===== src/rtl/ppm_pkg.sv =====
// Shared types and default constants for the pulse period meter.
// Imported by ppm_edge_det and pulse_period_meter.
package ppm_pkg;

   localparam int PPM_CNT_W  = 16;
   localparam int PPM_LOCK_N = 2;

   typedef enum logic {
      PPM_IDLE = 1'b0,
      PPM_MEAS = 1'b1
   } ppm_state_e;

endpackage


===== src/rtl/ppm_edge_det.sv =====
// Rising-edge detector for pulse_in with a registered one-cycle rise pulse.
// Define PPM_SYNC_EN to add a 2-flop synchronizer ahead of the detector.
module ppm_edge_det
   import ppm_pkg::*;
(
   input  logic sys_clk,
   input  logic sys_rst_n,
   input  logic pulse_in,
   output logic rise
);

   logic sample;
   logic prev_q, prev_d;
   logic rise_q, rise_d;

`ifdef PPM_SYNC_EN
   logic [1:0] sync_q, sync_d;

   always_comb begin
      sync_d = {sync_q[0], pulse_in};
   end

   always_ff @(posedge sys_clk or negedge sys_rst_n) begin
      if (!sys_rst_n) begin
         sync_q <= '0;
      end else begin
         sync_q <= sync_d;
      end
   end

   assign sample = sync_q[1];
`else
   assign sample = pulse_in;
`endif

   // The rise pulse is registered so downstream logic sees a clean one-cycle strobe.
   always_comb begin
      prev_d = sample;
      rise_d = sample & ~prev_q;
   end

   always_ff @(posedge sys_clk or negedge sys_rst_n) begin
      if (!sys_rst_n) begin
         prev_q <= 1'b0;
         rise_q <= 1'b0;
      end else begin
         prev_q <= prev_d;
         rise_q <= rise_d;
      end
   end

   assign rise = rise_q;

endmodule


===== src/rtl/pulse_period_meter.sv =====
// Measures rising-edge-to-rising-edge distance of pulse_in in sys_clk cycles,
// with lock and timeout flags. PPM_SYNC_EN enables the input synchronizer.
module pulse_period_meter
   import ppm_pkg::*;
#(
   parameter int CNT_W   = PPM_CNT_W,
   parameter int TIMEOUT = 2**CNT_W - 1,
   parameter int LOCK_N  = PPM_LOCK_N
) (
   input  logic             sys_clk,
   input  logic             sys_rst_n,
   input  logic             pulse_in,
   output logic [CNT_W-1:0] period,
   output logic             period_vld,
   output logic             lock,
   output logic             timeout
);

   localparam int                 MATCH_W   = $clog2(LOCK_N);
   localparam logic [CNT_W-1:0]   TIMEOUT_C = CNT_W'(TIMEOUT);
   localparam logic [MATCH_W-1:0] MATCH_MAX = MATCH_W'(LOCK_N - 1);

   logic rise;

   ppm_edge_det u_edge_det (
      .sys_clk   (sys_clk),
      .sys_rst_n (sys_rst_n),
      .pulse_in  (pulse_in),
      .rise      (rise)
   );

   ppm_state_e         state_q, state_d;
   logic [CNT_W-1:0]   cnt_q, cnt_d;
   logic [CNT_W-1:0]   period_q, period_d;
   logic               period_vld_q, period_vld_d;
   logic               lock_q, lock_d;
   logic               timeout_q, timeout_d;
   logic [MATCH_W-1:0] match_q, match_d;
   logic               have_prev_q, have_prev_d;

   always_comb begin
      state_d      = state_q;
      cnt_d        = cnt_q;
      period_d     = period_q;
      period_vld_d = 1'b0;
      lock_d       = lock_q;
      timeout_d    = timeout_q;
      match_d      = match_q;
      have_prev_d  = have_prev_q;

      case (state_q)
         PPM_IDLE: begin
            if (rise) begin
               cnt_d   = CNT_W'(1);
               state_d = PPM_MEAS;
            end
         end
         PPM_MEAS: begin
            // An edge wins over a coincident timeout, so cnt == TIMEOUT is still measured.
            if (rise) begin
               period_d     = cnt_q;
               period_vld_d = 1'b1;
               timeout_d    = 1'b0;
               cnt_d        = CNT_W'(1);
               have_prev_d  = 1'b1;
               if (have_prev_q && (cnt_q == period_q)) begin
                  match_d = (match_q == MATCH_MAX) ? match_q : match_q + MATCH_W'(1);
                  lock_d  = (match_d == MATCH_MAX);
               end else begin
                  match_d = '0;
                  lock_d  = 1'b0;
               end
            end else if (cnt_q == TIMEOUT_C) begin
               state_d     = PPM_IDLE;
               cnt_d       = '0;
               timeout_d   = 1'b1;
               lock_d      = 1'b0;
               match_d     = '0;
               have_prev_d = 1'b0;
            end else begin
               cnt_d = cnt_q + CNT_W'(1);
            end
         end
         default: begin
            state_d = PPM_IDLE;
         end
      endcase
   end

   always_ff @(posedge sys_clk or negedge sys_rst_n) begin
      if (!sys_rst_n) begin
         state_q      <= PPM_IDLE;
         cnt_q        <= '0;
         period_q     <= '0;
         period_vld_q <= 1'b0;
         lock_q       <= 1'b0;
         timeout_q    <= 1'b0;
         match_q      <= '0;
         have_prev_q  <= 1'b0;
      end else begin
         state_q      <= state_d;
         cnt_q        <= cnt_d;
         period_q     <= period_d;
         period_vld_q <= period_vld_d;
         lock_q       <= lock_d;
         timeout_q    <= timeout_d;
         match_q      <= match_d;
         have_prev_q  <= have_prev_d;
      end
   end

   assign period     = period_q;
   assign period_vld = period_vld_q;
   assign lock       = lock_q;
   assign timeout    = timeout_q;

endmodule


===== config.mk =====
export PLATFORM = sky130hd
export DESIGN_NAME = pulse_period_meter
export DESIGN_NICKNAME = d
export VERILOG_FILES = /design/src/rtl/ppm_pkg.sv /design/src/rtl/ppm_edge_det.sv /design/src/rtl/pulse_period_meter.sv
export SDC_FILE = /design/constraint.sdc
export NUM_CORES = 1
export LEC_CHECK = 0
export BUFFER_PORTS_ARGS = -buffer_cell sky130_fd_sc_hd__buf_4
export CORE_MARGIN = 2
export CORE_UTILIZATION = 40
export DETAILED_ROUTE_END_ITERATION = 16
export GPL_TIMING_DRIVEN = 0
export HOLD_SLACK_MARGIN = 0.02
export SKIP_CTS_REPAIR_TIMING = 1
export SYNTH_ARGS = -nofsm -noshare
export SYNTH_HDL_FRONTEND = slang
export SYNTH_HIERARCHICAL = 1
export SYNTH_SLANG_ARGS = --single-unit

===== constraint.sdc =====
create_clock -name sys_clk -period 1.7 [get_ports sys_clk]
set_clock_uncertainty 0.05 [all_clocks]
set_input_delay 0.17 -clock sys_clk [delete_from_list [all_inputs] [get_ports sys_clk]]
set_output_delay 0.17 -clock sys_clk [all_outputs]
set_load 0.01 [all_outputs]

==> qor.txt <==
kind of critical path = reg -> reg
Clock transition at path regs = 0.08 ns
die area = 0.005689 mm²
FF-to-FF setup slack = -0.009 ns
Mapped Nets = 206
DRC Markers = 0
Num CTS Buffers = 5
#FFs+latches synth = 39
RSZ-0062 raised after global routing = yes
vias in the first global route = 1,482
Fmax = 585.2 MHz
Worst Setup End Kind = flop
clk_lat worst skew = 0.30 ns
vias per cell = 5.232
Final setup viols = 2
share of post-route cells with drive strength above 1 = 38.87%
Area growth, synth to finish = 28.51%
Worst VDD drop = 0.5997 mV
Final Non-Filler Cells = 314
# clock sinks = 39
largest net degree at the start of global routing = 40
Hold Vio Cnt, Final = 0
final standard cell area without fillers = 0.002623 mm²
Worst Setup EP = cnt_q[14]
vias = 1,643
largest cells by area after synthesis = dfrtp_1 48%, xor2_1 7.7%, mux2_2 7.2%
Total GRT Usage = 17.20%
Routed Antenna Nets = 0
post-layout net count = 250
DRT Wirelength = 4.587 mm
type of origin of the critical path = flop
commonest non-fill, non-tap cell in the layout = buf_4
r2r endpoint = cnt_q[14]
Die Span X = 75.43 µm
worst r2r path cells = 5
Cell variety after synth = 39
final worst slack = -0.008776 ns
failing checks = negative setup slack
CTS root buf = clkbuf_8
pins over their slew limit = 0
synthesized area = 0.002041 mm²
Buffers on Ports = 21
share of the synthesized area in the top cell type = 47.82%
post-DR wirelength/cell = 14.61 µm
WP data required = 1.82 ns
Post-Syn Instances = 202
MaxCap Viol Count = 0
status = finished, violations left
Tcrit/Tclk final = 100.5%
# IOs = 22
sequential fraction of the synthesis area = 47.82%
Pleak = 1.236 nW
Clock Tree Buf Depth = 2
dpl hpwl = 3.087 mm
power per cell area = 883.5 mW/mm²
Final GP Congestion = 0.8727
Worst Path Max Fanout = 8
std cell rows = 25
most frequent cells in the layout = 41 x buf_4, 31 x dfrtp_1, 24 x nand2_1
# H-tree levels = 2
antenna fix cells = 0
worst-margin pin slew = 0.5389 ns
total grt overflow = 0
drt initial violations = 108
ys flop type = dfrtp_1
Final min period = 1.709 ns
die height = 75.43 µm
Hold WC Path Type = in -> async
TritonCTS clock tree = yes
number of flops mapped to enable cells by yosys = 0
R2R Path Start = cnt_q[14]
Mapped Avg Cell Area = 10.10 µm²
first-pass GRT wire length = 7.272 mm
area leader, netlist = dfrtp_1
Post-Place Cell Area = 0.002287 mm²
Crit. Startpoint = cnt_q[14]
Placed Cells = 290
Slew headroom = 64.07%
FFs w/ async S/R, synth = 100.0%
Initial Util = 42.36%
Core ar. = 0.004817 mm²
antenna violations before repair = 0
Yosys warnings = 6
critical path arrival = 1.83 ns
DR pass1 iterations = 4
## through the flow
stage / total power [mW] / TNS, ns / utilization, % / hold WS (ns) / setup slack, ns
final: 2.317 / -0.01054 / 54.44 / 0.3263 / -0.008776
after global routing: 2.464 / -0.6206 / 54.44 / 0.3954 / -0.09080
after CTS: 2.271 / -4.369 / 49.25 / -0.1944 / -0.2681
after detailed placement: 1.655 / -3.928 / 47.48 / 0.1235 / -0.2379
after global placement: 1.651 / -3.575 / 47.48 / 0.1253 / -0.2084
after floorplan: 1.451 / 0 / - / -0.1756 / 0.001595
## worst min-delay path by stage
stage,start,end,slack (ns),cells past startpoint
final,sys_rst_n,match_q,0.33,2
after global routing,sys_rst_n,have_prev_q,0.40,2
after CTS,sys_rst_n,match_q,-0.19,1
after detailed placement,sys_rst_n,period[2],0.12,1
after global placement,sys_rst_n,period[2],0.13,1
after floorplan,sys_rst_n,cnt_q[0],-0.18,0
## per-layer routing
metal | routed length (µm) | GRT usage (%) | vias up | share of wire, %
met5 | 0 | 0 | - | 0
li1 | - | - | 808 | -
met1 | 2197 | 23.22 | 791 | 48
met4 | 85 | 5.263 | 0 | 1.9
met2 | 2139 | 27.92 | 35 | 47
met3 | 163 | 3.571 | 9 | 3.6
## critical path: stages, from the launching register on
cell,delay (ns)
dfrtp_1,0.39
inv_2,0.07
or4_4,0.61
buf_8,0.17
o2111ai_1,0.18
o211ai_1,0.12
## state kept, by name, indices dropped and copies added, names as in the netlist
signal / cells
u_edge_det/prev_q: 1
timeout: 1
cnt_q: 16
have_prev_q: 1
state_q: 1
period_vld: 1
match_q: 1
u_edge_det/rise: 1
period: 16
## synthesized netlist by cell type, types with 5 or more instances
master	instances
nor4_1	9
clkbuf_1	5
nand3_1	9
o21ai_0	7
dfrtp_1	39
nor2_1	10
mux2_2	13
xor2_1	18
o2111ai_1	5
buf_2	6
inv_1	8
o211ai_1	7
nand2_1	24
## power by group
part,total (mW),switching [mW],leakage (nW),internal (mW)
logic,0.599,0.297,0.688,0.302
clock network,0.612,0.325,0.0412,0.287
registers,1.11,0.0781,0.507,1.03
## cells by family (layout without fill, tap and decap cells)
kind of cell,Yosys count,count (layout),synth area share [%]
simple gates,73,73,18.70
flops,39,39,47.82
compound gates,32,32,11.04
buf+inv,24,69,6.069
xor+xnor,20,20,8.584
mux,13,13,7.173
fa+ha+maj,1,1,0.6130
## area by class of cell
cell class                 instances  area (µm²)
multi-input combinational        139        1011
tap                               67       83.83
buffer                            14       107.6
sequential                        39       985.9
inverter                           8       30.03
timing repair buffer              39       319.1
fill                             448        2195
clock buffer                       6       72.57
clock inverter                     2       12.51
No activity file was read; power rests on OpenSTA's default activity.
